==> config.mk <==
export PLATFORM = sky130hd
export DESIGN_NAME = llc_mem_bridge_flat
export DESIGN_NICKNAME = d
export VERILOG_FILES = /design/src/rtl/llc_mem_bridge_if.sv /design/src/rtl/llc_mem_bridge.sv /design/src/flat_wrapper.sv
export SDC_FILE = /design/constraint.sdc
export NUM_CORES = 1
export LEC_CHECK = 0
export BUFFER_PORTS_ARGS = -buffer_cell sky130_fd_sc_hd__buf_2
export CORE_AREA = 2 2 182 184
export CTS_BUF_LIST = sky130_fd_sc_hd__clkbuf_8
export CTS_CLUSTER_SIZE = 30
export DETAILED_ROUTE_END_ITERATION = 8
export DIE_AREA = 0 0 184 186
export PLACE_DENSITY = 0.52
export SLEW_MARGIN = 20
export SYNTH_ARGS = -nofsm -noshare
export SYNTH_HDL_FRONTEND = slang
export SYNTH_SLANG_ARGS = --single-unit
export TNS_END_PERCENT = 20
==> constraint.sdc <==
create_clock -name clk -period 3.1 [get_ports clk]
set_input_delay 0.62 -clock clk [delete_from_list [all_inputs] [get_ports clk]]
set_output_delay 0.62 -clock clk [all_outputs]
set_load 0.005 [all_outputs]
==> src/rtl/llc_mem_bridge_if.sv <==
// LLC-side request/response bundles carried by the memory bridge.
// The LLC drives llc_mem_req_t and consumes llc_mem_rsp_t.
interface llc_mem_req_t #(
    parameter int LINE_ADDR_BITS = 28,
    parameter int LINE_BITS      = 128
);
    logic                      hwrite;
    logic [2:0]                hsize;
    logic [1:0]                hprot;
    logic [LINE_ADDR_BITS-1:0] addr;
    logic [LINE_BITS-1:0]      line;

    modport in  (input  hwrite, hsize, hprot, addr, line);
    modport out (output hwrite, hsize, hprot, addr, line);
endinterface

interface llc_mem_rsp_t #(
    parameter int LINE_BITS = 128
);
    logic [LINE_BITS-1:0] line;

    modport in  (input  line);
    modport out (output line);
endinterface

==> src/rtl/llc_mem_bridge.sv <==
// Serializes one LLC line request into word beats on the memory port and,
// for reads, reassembles the returned words into a line for the LLC.
module llc_mem_bridge #(
    parameter int ADDR_BITS      = 32,
    parameter int BITS_PER_WORD  = 64,
    parameter int WORDS_PER_LINE = 2,
    parameter int WORD_OFF_BITS  = $clog2(WORDS_PER_LINE),
    parameter int BYTE_OFF_BITS  = $clog2(BITS_PER_WORD / 8),
    parameter int LINE_ADDR_BITS = ADDR_BITS - WORD_OFF_BITS - BYTE_OFF_BITS
) (
    input  logic                     clk,
    input  logic                     rst,
    input  logic                     llc_mem_req_valid,
    output logic                     llc_mem_req_ready,
    llc_mem_req_t.in                 llc_mem_req_i,
    output logic                     llc_mem_rsp_valid,
    input  logic                     llc_mem_rsp_ready,
    llc_mem_rsp_t.out                llc_mem_rsp_o,
    output logic                     mem_req_valid,
    input  logic                     mem_req_ready,
    output logic                     mem_req_write,
    output logic [ADDR_BITS-1:0]     mem_req_addr,
    output logic [BITS_PER_WORD-1:0] mem_req_wdata,
    output logic [2:0]               mem_req_hsize,
    output logic [1:0]               mem_req_hprot,
    input  logic                     mem_rsp_valid,
    input  logic [BITS_PER_WORD-1:0] mem_rsp_data
);

    localparam int CNT_W = WORD_OFF_BITS + 1;
    localparam logic [CNT_W-1:0] LAST = CNT_W'(WORDS_PER_LINE - 1);

    typedef enum logic [1:0] {IDLE, WRITE, READ, RSP} state_t;

    state_t state, state_next;

    logic [LINE_ADDR_BITS-1:0]               addr_q;
    logic [WORDS_PER_LINE*BITS_PER_WORD-1:0] line_q;
    logic [CNT_W-1:0]                        issue_cnt;
    logic [CNT_W-1:0]                        rsp_cnt;
    logic [WORD_OFF_BITS-1:0]                issue_idx;
    logic [WORD_OFF_BITS-1:0]                rsp_idx;
    logic                                    req_fire;
    logic                                    beat_fire;
    logic                                    rsp_capture;
    logic                                    last_beat;
    logic                                    last_rsp;

    assign issue_idx          = issue_cnt[WORD_OFF_BITS-1:0];
    assign rsp_idx            = rsp_cnt[WORD_OFF_BITS-1:0];
    assign mem_req_addr       = {addr_q, issue_idx, {BYTE_OFF_BITS{1'b0}}};
    assign mem_req_wdata      = line_q[BITS_PER_WORD*int'(issue_idx) +: BITS_PER_WORD];
    assign llc_mem_rsp_o.line = line_q;

    always_ff @(posedge clk) begin
        if (rst) begin
            state <= IDLE;
        end else begin
            state <= state_next;
        end
    end

    always_comb begin
        state_next        = state;
        llc_mem_req_ready = (state == IDLE);
        llc_mem_rsp_valid = (state == RSP);
        req_fire          = llc_mem_req_valid && llc_mem_req_ready;
        beat_fire         = mem_req_valid && mem_req_ready;
        last_beat         = beat_fire && (issue_cnt == LAST);
        // Responses count only while collecting; anything else is dropped.
        rsp_capture       = (state == READ) && mem_rsp_valid && (rsp_cnt <= LAST);
        last_rsp          = rsp_capture && (rsp_cnt == LAST);
        case (state)
            IDLE:  if (req_fire) state_next = llc_mem_req_i.hwrite ? WRITE : READ;
            WRITE: if (last_beat) state_next = IDLE;
            READ:  if (last_rsp) state_next = RSP;
            RSP:   if (llc_mem_rsp_ready) state_next = IDLE;
            default: state_next = IDLE;
        endcase
    end

    always_ff @(posedge clk) begin
        if (rst) begin
            addr_q        <= '0;
            line_q        <= '0;
            issue_cnt     <= '0;
            rsp_cnt       <= '0;
            mem_req_valid <= 1'b0;
            mem_req_write <= 1'b0;
            mem_req_hsize <= '0;
            mem_req_hprot <= '0;
        end else begin
            if (req_fire) begin
                addr_q        <= llc_mem_req_i.addr;
                line_q        <= llc_mem_req_i.line;
                mem_req_write <= llc_mem_req_i.hwrite;
                mem_req_hsize <= llc_mem_req_i.hsize;
                mem_req_hprot <= llc_mem_req_i.hprot;
                issue_cnt     <= '0;
                rsp_cnt       <= '0;
                mem_req_valid <= 1'b1;
            end
            if (beat_fire) begin
                issue_cnt <= issue_cnt + 1'b1;
                if (last_beat) mem_req_valid <= 1'b0;
            end
            // Read data overwrites the latched request line word by word.
            if (rsp_capture) begin
                line_q[BITS_PER_WORD*int'(rsp_idx) +: BITS_PER_WORD] <= mem_rsp_data;
                rsp_cnt <= rsp_cnt + 1'b1;
            end
            if (last_rsp) mem_req_valid <= 1'b0;
        end
    end

endmodule

==> src/flat_wrapper.sv <==
// flat-port wrapper written by rule: the top's interface ports become plain ports
module llc_mem_bridge_flat 
#(
    parameter int ADDR_BITS      = 32,
    parameter int BITS_PER_WORD  = 64,
    parameter int WORDS_PER_LINE = 2,
    parameter int WORD_OFF_BITS  = $clog2(WORDS_PER_LINE),
    parameter int BYTE_OFF_BITS  = $clog2(BITS_PER_WORD / 8),
    parameter int LINE_ADDR_BITS = ADDR_BITS - WORD_OFF_BITS - BYTE_OFF_BITS
)
  (clk, rst, llc_mem_req_valid, llc_mem_req_ready, llc_mem_rsp_valid, llc_mem_rsp_ready, mem_req_valid, mem_req_ready, mem_req_write, mem_req_addr, mem_req_wdata, mem_req_hsize, mem_req_hprot, mem_rsp_valid, mem_rsp_data, llc_mem_req_i_hwrite, llc_mem_req_i_hsize, llc_mem_req_i_hprot, llc_mem_req_i_addr, llc_mem_req_i_line, llc_mem_rsp_o_line);
  llc_mem_req_t #(.LINE_ADDR_BITS(LINE_ADDR_BITS), .LINE_BITS(128)) llc_mem_req_i_i ();
  llc_mem_rsp_t #(.LINE_BITS(128)) llc_mem_rsp_o_i ();
  input  logic clk;
  input  logic rst;
  input  logic llc_mem_req_valid;
  output logic llc_mem_req_ready;
  output logic llc_mem_rsp_valid;
  input  logic llc_mem_rsp_ready;
  output logic mem_req_valid;
  input  logic mem_req_ready;
  output logic mem_req_write;
  output logic [ADDR_BITS-1:0] mem_req_addr;
  output logic [BITS_PER_WORD-1:0] mem_req_wdata;
  output logic [2:0] mem_req_hsize;
  output logic [1:0] mem_req_hprot;
  input  logic mem_rsp_valid;
  input  logic [BITS_PER_WORD-1:0] mem_rsp_data;
  input wire logic [$bits(llc_mem_req_i_i.hwrite)-1:0] llc_mem_req_i_hwrite;
  input wire logic [$bits(llc_mem_req_i_i.hsize)-1:0] llc_mem_req_i_hsize;
  input wire logic [$bits(llc_mem_req_i_i.hprot)-1:0] llc_mem_req_i_hprot;
  input wire logic [$bits(llc_mem_req_i_i.addr)-1:0] llc_mem_req_i_addr;
  input wire logic [$bits(llc_mem_req_i_i.line)-1:0] llc_mem_req_i_line;
  output wire logic [$bits(llc_mem_rsp_o_i.line)-1:0] llc_mem_rsp_o_line;
  assign llc_mem_req_i_i.hwrite = llc_mem_req_i_hwrite;
  assign llc_mem_req_i_i.hsize = llc_mem_req_i_hsize;
  assign llc_mem_req_i_i.hprot = llc_mem_req_i_hprot;
  assign llc_mem_req_i_i.addr = llc_mem_req_i_addr;
  assign llc_mem_req_i_i.line = llc_mem_req_i_line;
  assign llc_mem_rsp_o_line = llc_mem_rsp_o_i.line;
  llc_mem_bridge #(.ADDR_BITS(ADDR_BITS), .BITS_PER_WORD(BITS_PER_WORD), .WORDS_PER_LINE(WORDS_PER_LINE), .WORD_OFF_BITS(WORD_OFF_BITS), .BYTE_OFF_BITS(BYTE_OFF_BITS), .LINE_ADDR_BITS(LINE_ADDR_BITS)) u_core (.clk(clk), .rst(rst), .llc_mem_req_valid(llc_mem_req_valid), .llc_mem_req_ready(llc_mem_req_ready), .llc_mem_req_i(llc_mem_req_i_i), .llc_mem_rsp_valid(llc_mem_rsp_valid), .llc_mem_rsp_ready(llc_mem_rsp_ready), .llc_mem_rsp_o(llc_mem_rsp_o_i), .mem_req_valid(mem_req_valid), .mem_req_ready(mem_req_ready), .mem_req_write(mem_req_write), .mem_req_addr(mem_req_addr), .mem_req_wdata(mem_req_wdata), .mem_req_hsize(mem_req_hsize), .mem_req_hprot(mem_req_hprot), .mem_rsp_valid(mem_rsp_valid), .mem_rsp_data(mem_rsp_data));
endmodule
==> results of run 1 <==
worst paths after layout:
check / endpoint / cells after the start
max: mem_req_wdata[17] / 3
min reg2reg: u_core.addr_q[22]$_SDFFE_PP0P_ / 2
max reg2reg: u_core.llc_mem_rsp_o.line[39]$_SDFF_PP0_ / 3
min: u_core.addr_q[20]$_SDFFE_PP0P_ / 3
cell type report:
cell class,count,share of cell area
tap,408,0.0457
clock buffer,17,0.0209
timing repair buffer,478,0.224
clock inverter,15,0.0158
antenna,2,0.000448
inverter,5,0.00190
sequential,169,0.303
multi-input combinational,717,0.388
cells in the mapped netlist, drive strengths merged:
cell type	count	share of area
a311o	1	0.0012
o2111a	1	0.0014
a41oi	1	0.0011
or3	1	0.00075
ha	2	0.0030
nand2	326	0.15
a311oi	1	0.0011
a31oi	128	0.096
o22ai	1	0.00075
nor2b	2	0.0015
and2	1	0.00075
dfxtp	169	0.41
nand3	5	0.0036
o211ai	2	0.0018
o41ai	128	0.13
nor3b	2	0.0024
mux2	64	0.087
and3b	1	0.0011
nand3b	1	0.0024
inv	5	0.0023
a21oi	39	0.023
conb	1	0.00045
or2	2	0.0015
nand2b	1	0.00075
clkbuf	45	0.020
buf	79	0.055
nor2	3	0.0014
or3b	1	0.0011
flip-flops by register name (all words and copies together) (netlist names), 2 cells and up:
| signal | cells |
|---|---|
| u_core.llc_mem_rsp_o.line | 128 |
| u_core.issue_cnt | 2 |
| u_core.rsp_cnt | 2 |
| u_core.mem_req_hprot | 2 |
| u_core.state | 2 |
| u_core.mem_req_hsize | 3 |
| u_core.addr_q | 28 |
worst reg2reg max path: stages (launching register included):
cell and delay (ps):
dfxtp_1 610, and3b_1 340, nand3_4 720, a31oi_1 460
through the flow:
| step | util | worst slack [ps] |
|---|---|---|
| finish | 0.347 | 502 |
| global route | 0.347 | 381 |
| CTS | 0.347 | 450 |
| detailed placement | 0.334 | 788 |
| global placement | 0.334 | 925 |
| floorplan | - | 1350 |
metal layers:
layer / vias up / track usage / routed length (µm)
li1: 4493 / - / -
met1: 4459 / 0.239 / 14800
met2: 411 / 0.346 / 17700
met3: 31 / 0.0432 / 2530
met4: 2 / 0.0630 / 605
met5: - / 0 / 13
placed cells by master (no fill, tap or decap), types with 3 or more instances in the layout:
master,count
buf_4,11
nor2_1,3
inv_8,4
dfxtp_1,167
conb_1,3
buf_12,6
a31oi_1,128
clkbuf_8,17
o41ai_1,128
inv_1,3
a21oi_1,39
nand3_1,3
inv_6,6
buf_2,461
mux2_2,64
nand2_1,326
cell families (layout without fill, tap and decap cells):
kind of cell / after synthesis / after routing / synth area share
and+or+nand+nor: 346 / 346 / 0.164
AOI/OAI and AO/OA: 302 / 302 / 0.262
DFF: 169 / 169 / 0.407
buffers and inverters: 129 / 515 / 0.0773
muxes: 64 / 64 / 0.0866
adders and majority gates: 2 / 2 / 0.00301
other: 1 / 5 / 0.000451
report_power, final:
group          switching (µW)  internal [µW]  leakage [µW]
Combinational             615            534       0.00343
Sequential                166           2340       0.00139
Clock                     989            754      0.000210
Total                    1770           3630       0.00504
==> metrics.txt, run 1 <==
vias in the first global route 8887; First-pass DRT Iterations 6; Final period util 0.838; mean area per synthesized cell 8.21 µm²; Avg WL per Cell 19.7 µm; fin. max-slew vios 0; number of antenna violations at the first check in global routing 3; cts hold-fix bufs 0; Root Driver clkbuf_8; Post-Syn Area 0.00832 mm²; Congestion Overflow GR 0; Buffers on Ports 461; worst hold margin 379 ps; global placement routability congestion 0.785; TritonCTS clock tree built; kind of critical path flop to output pin; hold wc startpoint llc_mem_req_i_addr[20]; Area growth, synth to finish 34.4%; FF-to-FF setup slack 890 ps; H-tree levels 4; DP Area 0.0108 mm²; clock sink total 169; Critical Path Source u_core.issue_cnt[0]$_SDFFE_PP0P_; reported max-cap violation count 0; Final Hold Viols 0; IO Pins 465; Initial Util 0.258; setup tns final 0 ps; Non-Filler Instances 1811; yosys warns 0; via count 9396; Setup crit start kind flop; Crit. End Element output pin; Worst EP required 2480 ps; P_leak 0.00504 µW; Die Height 186 µm; Critical Path AT 1980 ps; CP Buf/Inv Count 2; final instance area 0.0112 mm²; VDD IR max 0.273 mV; buffer count from post-CTS setup fixing 0; HP Class input port to flop; Reg area 0.00339 mm²; Syn Inst Count 1013; Min Clock Period, post-route 2600 ps; first-pass GRT wire length 52.2 mm; Worst R2R Start u_core.state[1]$_SDFFE_PP0P_; Die ar. 0.0342 mm²; ANT nets after route 0; Detail Placement HPWL 23.8 mm; area of the multi-input gates 0.00434 mm²; CTS buffer count 17; Die Width 184 µm; DR DRC count 0; largest net degree at the start of global routing 130; unrepaired setup endpoints after global routing false; register area share after synthesis 0.407; CP Max Fanout 35; CP max stage delay 700 ps; layout cells sized above 1 0.418; CP top delay family flip-flops; slowest stage cell on the critical path dfxtp_4; via/cell ratio 5.19; 1st-iter DRT viols 556; Power Density 483 mW/mm²; clk_skew 10.3 ps; dpl cells 1777; Worst Max-Slew Pin Slew 928 ps; DRT Wirelength 35.7 mm; Global Route Usage Sum 0.197; Netlist cell types 33; Max clock buf depth 2; CTS resizes 0; Core ar. 0.0322 mm²; FMAX 385 MHz; row count 66; # setup viols final 0; Tot Pwr 5400 µW; # nets final 1622; status completed; Slew headroom 0.381; Seq cells post-synth 169; fillcell total 3524; Clock Pin Slew Worst Setup and Hold Paths 110 ps; clk_lat worst skew 460 ps; CP Cell Sequence buf_12, mux2_2, buf_2
No activity file was read; power rests on OpenSTA's default activity.
==> run 2, diff against run 1 <==
--- a/config.mk
+++ b/config.mk
@@ -5,13 +5,14 @@
 export SDC_FILE = /design/constraint.sdc
 export NUM_CORES = 1
 export LEC_CHECK = 0
+export ABC_AREA = 1
 export BUFFER_PORTS_ARGS = -buffer_cell sky130_fd_sc_hd__buf_2
-export CORE_AREA = 2 2 182 184
+export CORE_AREA = 2 2 179 181
 export CTS_BUF_LIST = sky130_fd_sc_hd__clkbuf_8
 export CTS_CLUSTER_SIZE = 30
 export DETAILED_ROUTE_END_ITERATION = 8
-export DIE_AREA = 0 0 184 186
-export PLACE_DENSITY = 0.52
+export DIE_AREA = 0 0 181 183
+export PLACE_DENSITY = 0.54
 export SLEW_MARGIN = 20
 export SYNTH_ARGS = -nofsm -noshare
 export SYNTH_HDL_FRONTEND = slang
==> constraint.sdc (replaced) <==
create_clock -name clk -period 2.5 [get_ports clk]
set_input_delay 0.5 -clock clk [delete_from_list [all_inputs] [get_ports clk]]
set_output_delay 0.5 -clock clk [all_outputs]
set_load 0.005 [all_outputs]
==> metrics.txt, run 2 <==
Post-Syn Area 0.00836 mm² (was 0.00832 mm²); Critical Path Source u_core.issue_cnt[0]$_SDFFE_PP0P_ (unchanged); Final Hold Viols 0 (unchanged); yosys warns 0 (unchanged); kind of critical path flop to output pin (unchanged); Net Switching 2700 µW (was 1770 µW); mean area per synthesized cell 6.67 µm² (was 8.21 µm²); clk_skew 18.4 ps (was 10.3 ps); ANT nets after route 0 (unchanged); clock network power share 0.289 (was 0.323); Power Density 703 mW/mm² (was 483 mW/mm²); Die Width 181 µm (was 184 µm); Avg WL per Cell 16.0 µm (was 19.7 µm); IO Pins 465 (unchanged); first-pass GRT wire length 50.3 mm (was 52.2 mm); Min-Delay Path Depth 3 (unchanged); Final period util 0.913; DR DRC count 0 (unchanged); Worst Max-Slew Pin Slew 523 ps (was 928 ps); Min Clock Period, post-route 2280 ps; Clock Pin Slew Worst Setup and Hold Paths 110 ps (about the same); hold wc startpoint mem_rsp_data[55] (was llc_mem_req_i_addr[20]); cell types occupying the most area after synthesis dfxtp_1, nand2_1, nor2_1 (was dfxtp_1, nand2_1, o41ai_1); reported max-cap violation count 0 (unchanged); clk_lat worst skew 470 ps (was 460 ps); slowest stage cell on the critical path mux2_2 (was dfxtp_4); Reg power frac 0.414 (was 0.465); Seq cells post-synth 169 (unchanged); worst hold margin 256 ps (was 379 ps); status completed (unchanged); largest net degree at the start of global routing 90 (was 130); Root Driver clkbuf_8 (unchanged); FF-to-FF setup slack 650 ps (was 890 ps); Detail Placement HPWL 23.9 mm (was 23.8 mm); H-tree levels 4 (unchanged); Die Height 183 µm (was 186 µm); most common library cells after synthesis nand2_1, nor2_1, dfxtp_1 (was nand2_1, dfxtp_1, a31oi_1, o41ai_1, mux2_2); CTS resizes 0 (unchanged); TritonCTS clock tree built (unchanged); P_int 5350 µW (was 3630 µW); VDD IR max 0.296 mV (was 0.273 mV); unrepaired setup endpoints after global routing false (unchanged); Netlist cell types 24 (was 33); Yosys top cell area share 0.405 (was 0.407); HP Class input port to flop (unchanged); Syn Inst Count 1254 (was 1013); Synth area leader dfxtp_1 (unchanged); clock sink total 169 (unchanged); Slew headroom 0.651 (was 0.381); fin. max-slew vios 0 (unchanged); switching share of power 0.335 (was 0.328); buffer count from post-CTS setup fixing 0 (unchanged); DP Area 0.0110 mm² (was 0.0108 mm²); Setup crit start kind flop (unchanged); Critical Path AT 1780 ps (was 1980 ps); P_leak 0.00610 µW (was 0.00504 µW); Die ar. 0.0331 mm² (was 0.0342 mm²); Area growth, synth to finish 36.9% (was 34.4%); number of antenna violations at the first check in global routing 4 (was 3); Synth async-reset ratio 0 (unchanged); CP Cell Sequence buf_12, mux2_2, buf_2 (unchanged); setup tns final 0 ps (unchanged); vias in the first global route 8810 (was 8887); max reg flops 128 (unchanged); Worst EP required 2000 ps (was 2480 ps); combinational group share of total power 0.296 (was 0.213); CP max stage delay 430 ps (was 700 ps); final instance area 0.0114 mm² (was 0.0112 mm²); FMAX 438 MHz; row count 65 (was 66); Max clock buf depth 2 (unchanged); most used flip-flop cell after synthesis dfxtp_1 (unchanged); cts hold-fix bufs 0 (unchanged); Post-synth EDFFs 0 (unchanged); count leader, synth nand2_1 (unchanged); Crit. End Element output pin (unchanged); reg2reg end u_core.llc_mem_rsp_o.line[40]$_SDFF_PP0_ (was u_core.llc_mem_rsp_o.line[39]$_SDFF_PP0_); CTS buffer count 17 (unchanged); via/cell ratio 4.49 (was 5.19); # nets final 1896 (was 1622); FF-to-FF path depth 8 (was 3); Core ar. 0.0312 mm² (was 0.0322 mm²); # setup viols final 0 (unchanged); CP Max Fanout 70 (was 35); layout cells sized above 1 0.347 (was 0.418); worst setup path end mem_req_wdata[22] (was mem_req_wdata[17]); First-pass DRT Iterations 5 (was 6); most frequent cells in the layout buf_2, nand2_1, nor2_1 (was buf_2, nand2_1, dfxtp_1); most common cell after layout, fill and taps aside buf_2 (unchanged); global placement routability congestion 0.829 (was 0.785); DRT Wirelength 33.4 mm (was 35.7 mm); Worst R2R Start u_core.rsp_cnt[0]$_SDFFE_PP0P_ (was u_core.state[1]$_SDFFE_PP0P_); Buffers on Ports 461 (unchanged); via count 9351 (was 9396); Congestion Overflow GR 0 (unchanged); 1st-iter DRT viols 434 (was 556); Initial Util 0.268 (was 0.258); Global Route Usage Sum 0.196 (was 0.197); register area share after synthesis 0.405 (was 0.407)
-- run 2: layer usage --
metal	share of wire	vias to the layer above	GRT usage	wire [µm]
met1	0.43	4230	0.239	14300
li1	-	4754	-	-
met3	0.061	35	0.0431	2020
met4	0.021	0	0.0654	704
met2	0.49	332	0.341	16400
met5	0	-	0	0
-- run 2: metrics by stage --
step                worst slack [ps]   util  cells  power, µW
floorplan                        716      -   1256       4720
global placement                 685  0.351   2045       5780
detailed placement               645  0.351   2045       5800
CTS                              157  0.366   2077       8160
global route                     138  0.366   2081       8590
finish                           216  0.366   2081       8050
-- run 2: kinds of logic after synthesis --
family,Yosys count,synth area share
AND/OR/NAND/NOR,747,0.346
flip-flops,169,0.405
AO/OA/AOI/OAI,162,0.0971
buffers and inverters,111,0.0651
multiplexers,62,0.0835
adder cells (fa/ha/maj),2,0.00299
other,1,0.000449
-- run 2: worst min path at each step --
stage | end | slack (ps)
after floorplan | u_core.rsp_cnt[1]$_SDFFE_PP0P_ | 470
after global placement | u_core.addr_q[13]$_SDFFE_PP0P_ | 460
after detailed placement | u_core.addr_q[26]$_SDFFE_PP0P_ | 470
after CTS | u_core.llc_mem_rsp_o.line[108]$_SDFF_PP0_ | 210
after global routing | u_core.rsp_cnt[1]$_SDFFE_PP0P_ | 220
final | u_core.llc_mem_rsp_o.line[119]$_SDFF_PP0_ | 260
-- run 2: critical path, delay by kind of cell, from the launching register on --
kind	cells	cell delay [ps]
flip-flops	1	360
buffers and inverters	2	500
multiplexers	1	430
-- run 2: cell type report --
cell class,count,area [µm²]
well taps,402,503
diodes,4,10.0
clock inverters,13,200
multi-input cells,976,4440
clock buffers,19,262
flip-flops and latches,169,3390
repair buffers,478,2560
inverters,20,80.1
fillers,3432,19800
-- run 2: power by group through the flow --
stage	clock network (µW)	logic, µW	registers (µW)
5_1_grt	2510	2710	3380
3_5_place_dp	0	2410	3390
3_3_place_gp	0	2390	3390
4_1_cts	2410	2420	3330
6_report	2330	2390	3330
2_1_floorplan	0	1380	3350
==> run 3, diff against run 2 <==
--- a/config.mk
+++ b/config.mk
@@ -7,6 +7,7 @@
 export LEC_CHECK = 0
 export ABC_AREA = 1
 export BUFFER_PORTS_ARGS = -buffer_cell sky130_fd_sc_hd__buf_2
+export CAP_MARGIN = 20
 export CORE_AREA = 2 2 179 181
 export CTS_BUF_LIST = sky130_fd_sc_hd__clkbuf_8
 export CTS_CLUSTER_SIZE = 30
==> constraint.sdc (replaced) <==
create_clock -name clk -period 2.5 [get_ports clk]
set_input_delay 0.25 -clock clk [delete_from_list [all_inputs] [get_ports clk]]
set_output_delay 0.25 -clock clk [all_outputs]
set_load 0.005 [all_outputs]
==> metrics.txt, run 3 (synthesis results as in run 2) <==
status completed (unchanged); CTS buffer count 17 (unchanged); number of antenna violations at the first check in global routing 4 (unchanged); Global Route Usage Sum 0.196 (about the same); DR DRC count 0 (unchanged); via/cell ratio 4.47 (was 4.49); Worst EP required 2250 ps (was 2000 ps); Worst Max-Slew Pin Slew 765 ps (was 523 ps); Final Hold Viols 0 (unchanged); setup tns final 0 ps (unchanged); Min Clock Period, post-route 2120 ps (was 2280 ps); row count 65 (unchanged); CP Cell Sequence buf_4, mux2_2, buf_2 (was buf_12, mux2_2, buf_2); # nets final 1923 (was 1896); Congestion Overflow GR 0 (unchanged); CTS resizes 0 (unchanged); VDD IR max 0.376 mV (was 0.296 mV); Detail Placement HPWL 23.4 mm (was 23.9 mm); most common cell after layout, fill and taps aside buf_2 (unchanged); CP Max Fanout 22 (was 70); Buffers on Ports 461 (unchanged); HP Class input port to flop (unchanged); global placement routability congestion 0.857 (was 0.829); H-tree levels 4 (unchanged); Power Density 689 mW/mm² (was 703 mW/mm²); Critical Path AT 1870 ps (was 1780 ps); first-pass GRT wire length 50.9 mm (was 50.3 mm); vias in the first global route 8988 (was 8810); Core ar. 0.0312 mm² (unchanged); fin. max-slew vios 0 (unchanged); DRT Wirelength 33.3 mm (was 33.4 mm); clk_skew 14.8 ps (was 18.4 ps); Root Driver clkbuf_8 (unchanged); Die ar. 0.0331 mm² (unchanged); Die Height 183 µm (unchanged); reported max-cap violation count 0 (unchanged); Area growth, synth to finish 39.5% (was 36.9%); P_leak 0.00620 µW (was 0.00610 µW); TritonCTS clock tree built (unchanged); Avg WL per Cell 15.8 µm (was 16.0 µm); Final period util 0.847 (was 0.913); via count 9411 (was 9351); Max clock buf depth 2 (unchanged); largest net degree at the start of global routing 163 (was 90); most frequent cells in the layout buf_2, nand2_1, nor2_1 (unchanged); layout cells sized above 1 0.341 (was 0.347); 1st-iter DRT viols 575 (was 434); slowest stage cell on the critical path dfxtp_4 (was mux2_2); # setup viols final 0 (unchanged); max reg flops 128 (unchanged); clock sink total 169 (unchanged); Setup crit start kind flop (unchanged); FMAX 472 MHz (was 438 MHz); Die Width 181 µm (unchanged); Crit. End Element output pin (unchanged); Initial Util 0.268 (unchanged); First-pass DRT Iterations 7 (was 5); buffer count from post-CTS setup fixing 0 (unchanged); CP max stage delay 490 ps (was 430 ps); Tot Pwr 8040 µW (was 8050 µW); unrepaired setup endpoints after global routing false (unchanged); kind of critical path flop to output pin (unchanged); Clock Pin Slew Worst Setup and Hold Paths 90 ps (was 110 ps); Slew headroom 0.490 (was 0.651); IO Pins 465 (unchanged); cts hold-fix bufs 28 (was 0); clk_lat worst skew 470 ps (about the same); FF-to-FF setup slack 720 ps (was 650 ps); ANT nets after route 0 (unchanged)
[run 3: power by group]
part | leakage (µW) | switching [µW] | internal [µW]
Sequential | 0.00139 | 289 | 3040
Combinational | 0.00458 | 1320 | 1090
Clock | 0.000232 | 1090 | 1210
Total | 0.00620 | 2700 | 5340
[run 3: worst paths after layout]
kind | from | to | depth (start not counted)
max | u_core.issue_cnt[0]$_SDFFE_PP0P_ | mem_req_wdata[22] | 3
min | llc_mem_req_i_addr[0] | u_core.addr_q[0]$_SDFFE_PP0P_ | 3
max reg2reg | u_core.rsp_cnt[0]$_SDFFE_PP0P_ | u_core.llc_mem_rsp_o.line[100]$_SDFF_PP0_ | 8
min reg2reg | u_core.addr_q[16]$_SDFFE_PP0P_ | u_core.addr_q[16]$_SDFFE_PP0P_ | 2
[run 3: per-layer routing]
layer | vias to the layer above | wire [µm] | track usage
met4 | 0 | 933 | 0.0777
met3 | 45 | 2070 | 0.0419
met1 | 4223 | 14300 | 0.244
li1 | 4810 | - | -
met2 | 333 | 16000 | 0.331
met5 | - | 0 | 0
[run 3: stage by stage]
stage | area, µm² | util | cells | hold WS (ps) | worst slack (ps)
2_1_floorplan | 8370 | - | 1256 | 319 | 966
3_3_place_gp | 10900 | 0.350 | 2044 | 458 | 737
3_5_place_dp | 10900 | 0.350 | 2044 | 464 | 705
4_1_cts | 11700 | 0.373 | 2103 | 0.974 | 311
5_1_grt | 11700 | 0.373 | 2107 | 3.29 | 292
6_report | 11700 | 0.373 | 2107 | 37.1 | 383
[run 3: final cells by class]
class                   instances  area [µm²]
fillers                      3442       19600
multi-input cells             976        4440
flip-flops and latches        169        3390
repair buffers                505        2800
well taps                     402         503
clock buffers                  18         248
clock inverters                13         201
inverters                      20        80.1
diodes                          4        10.0
[run 3: critical path, delay by kind of cell (launching register included)]
family,cells,cell delay (ps)
muxes,1,420
DFF,1,490
buffers and inverters,2,500
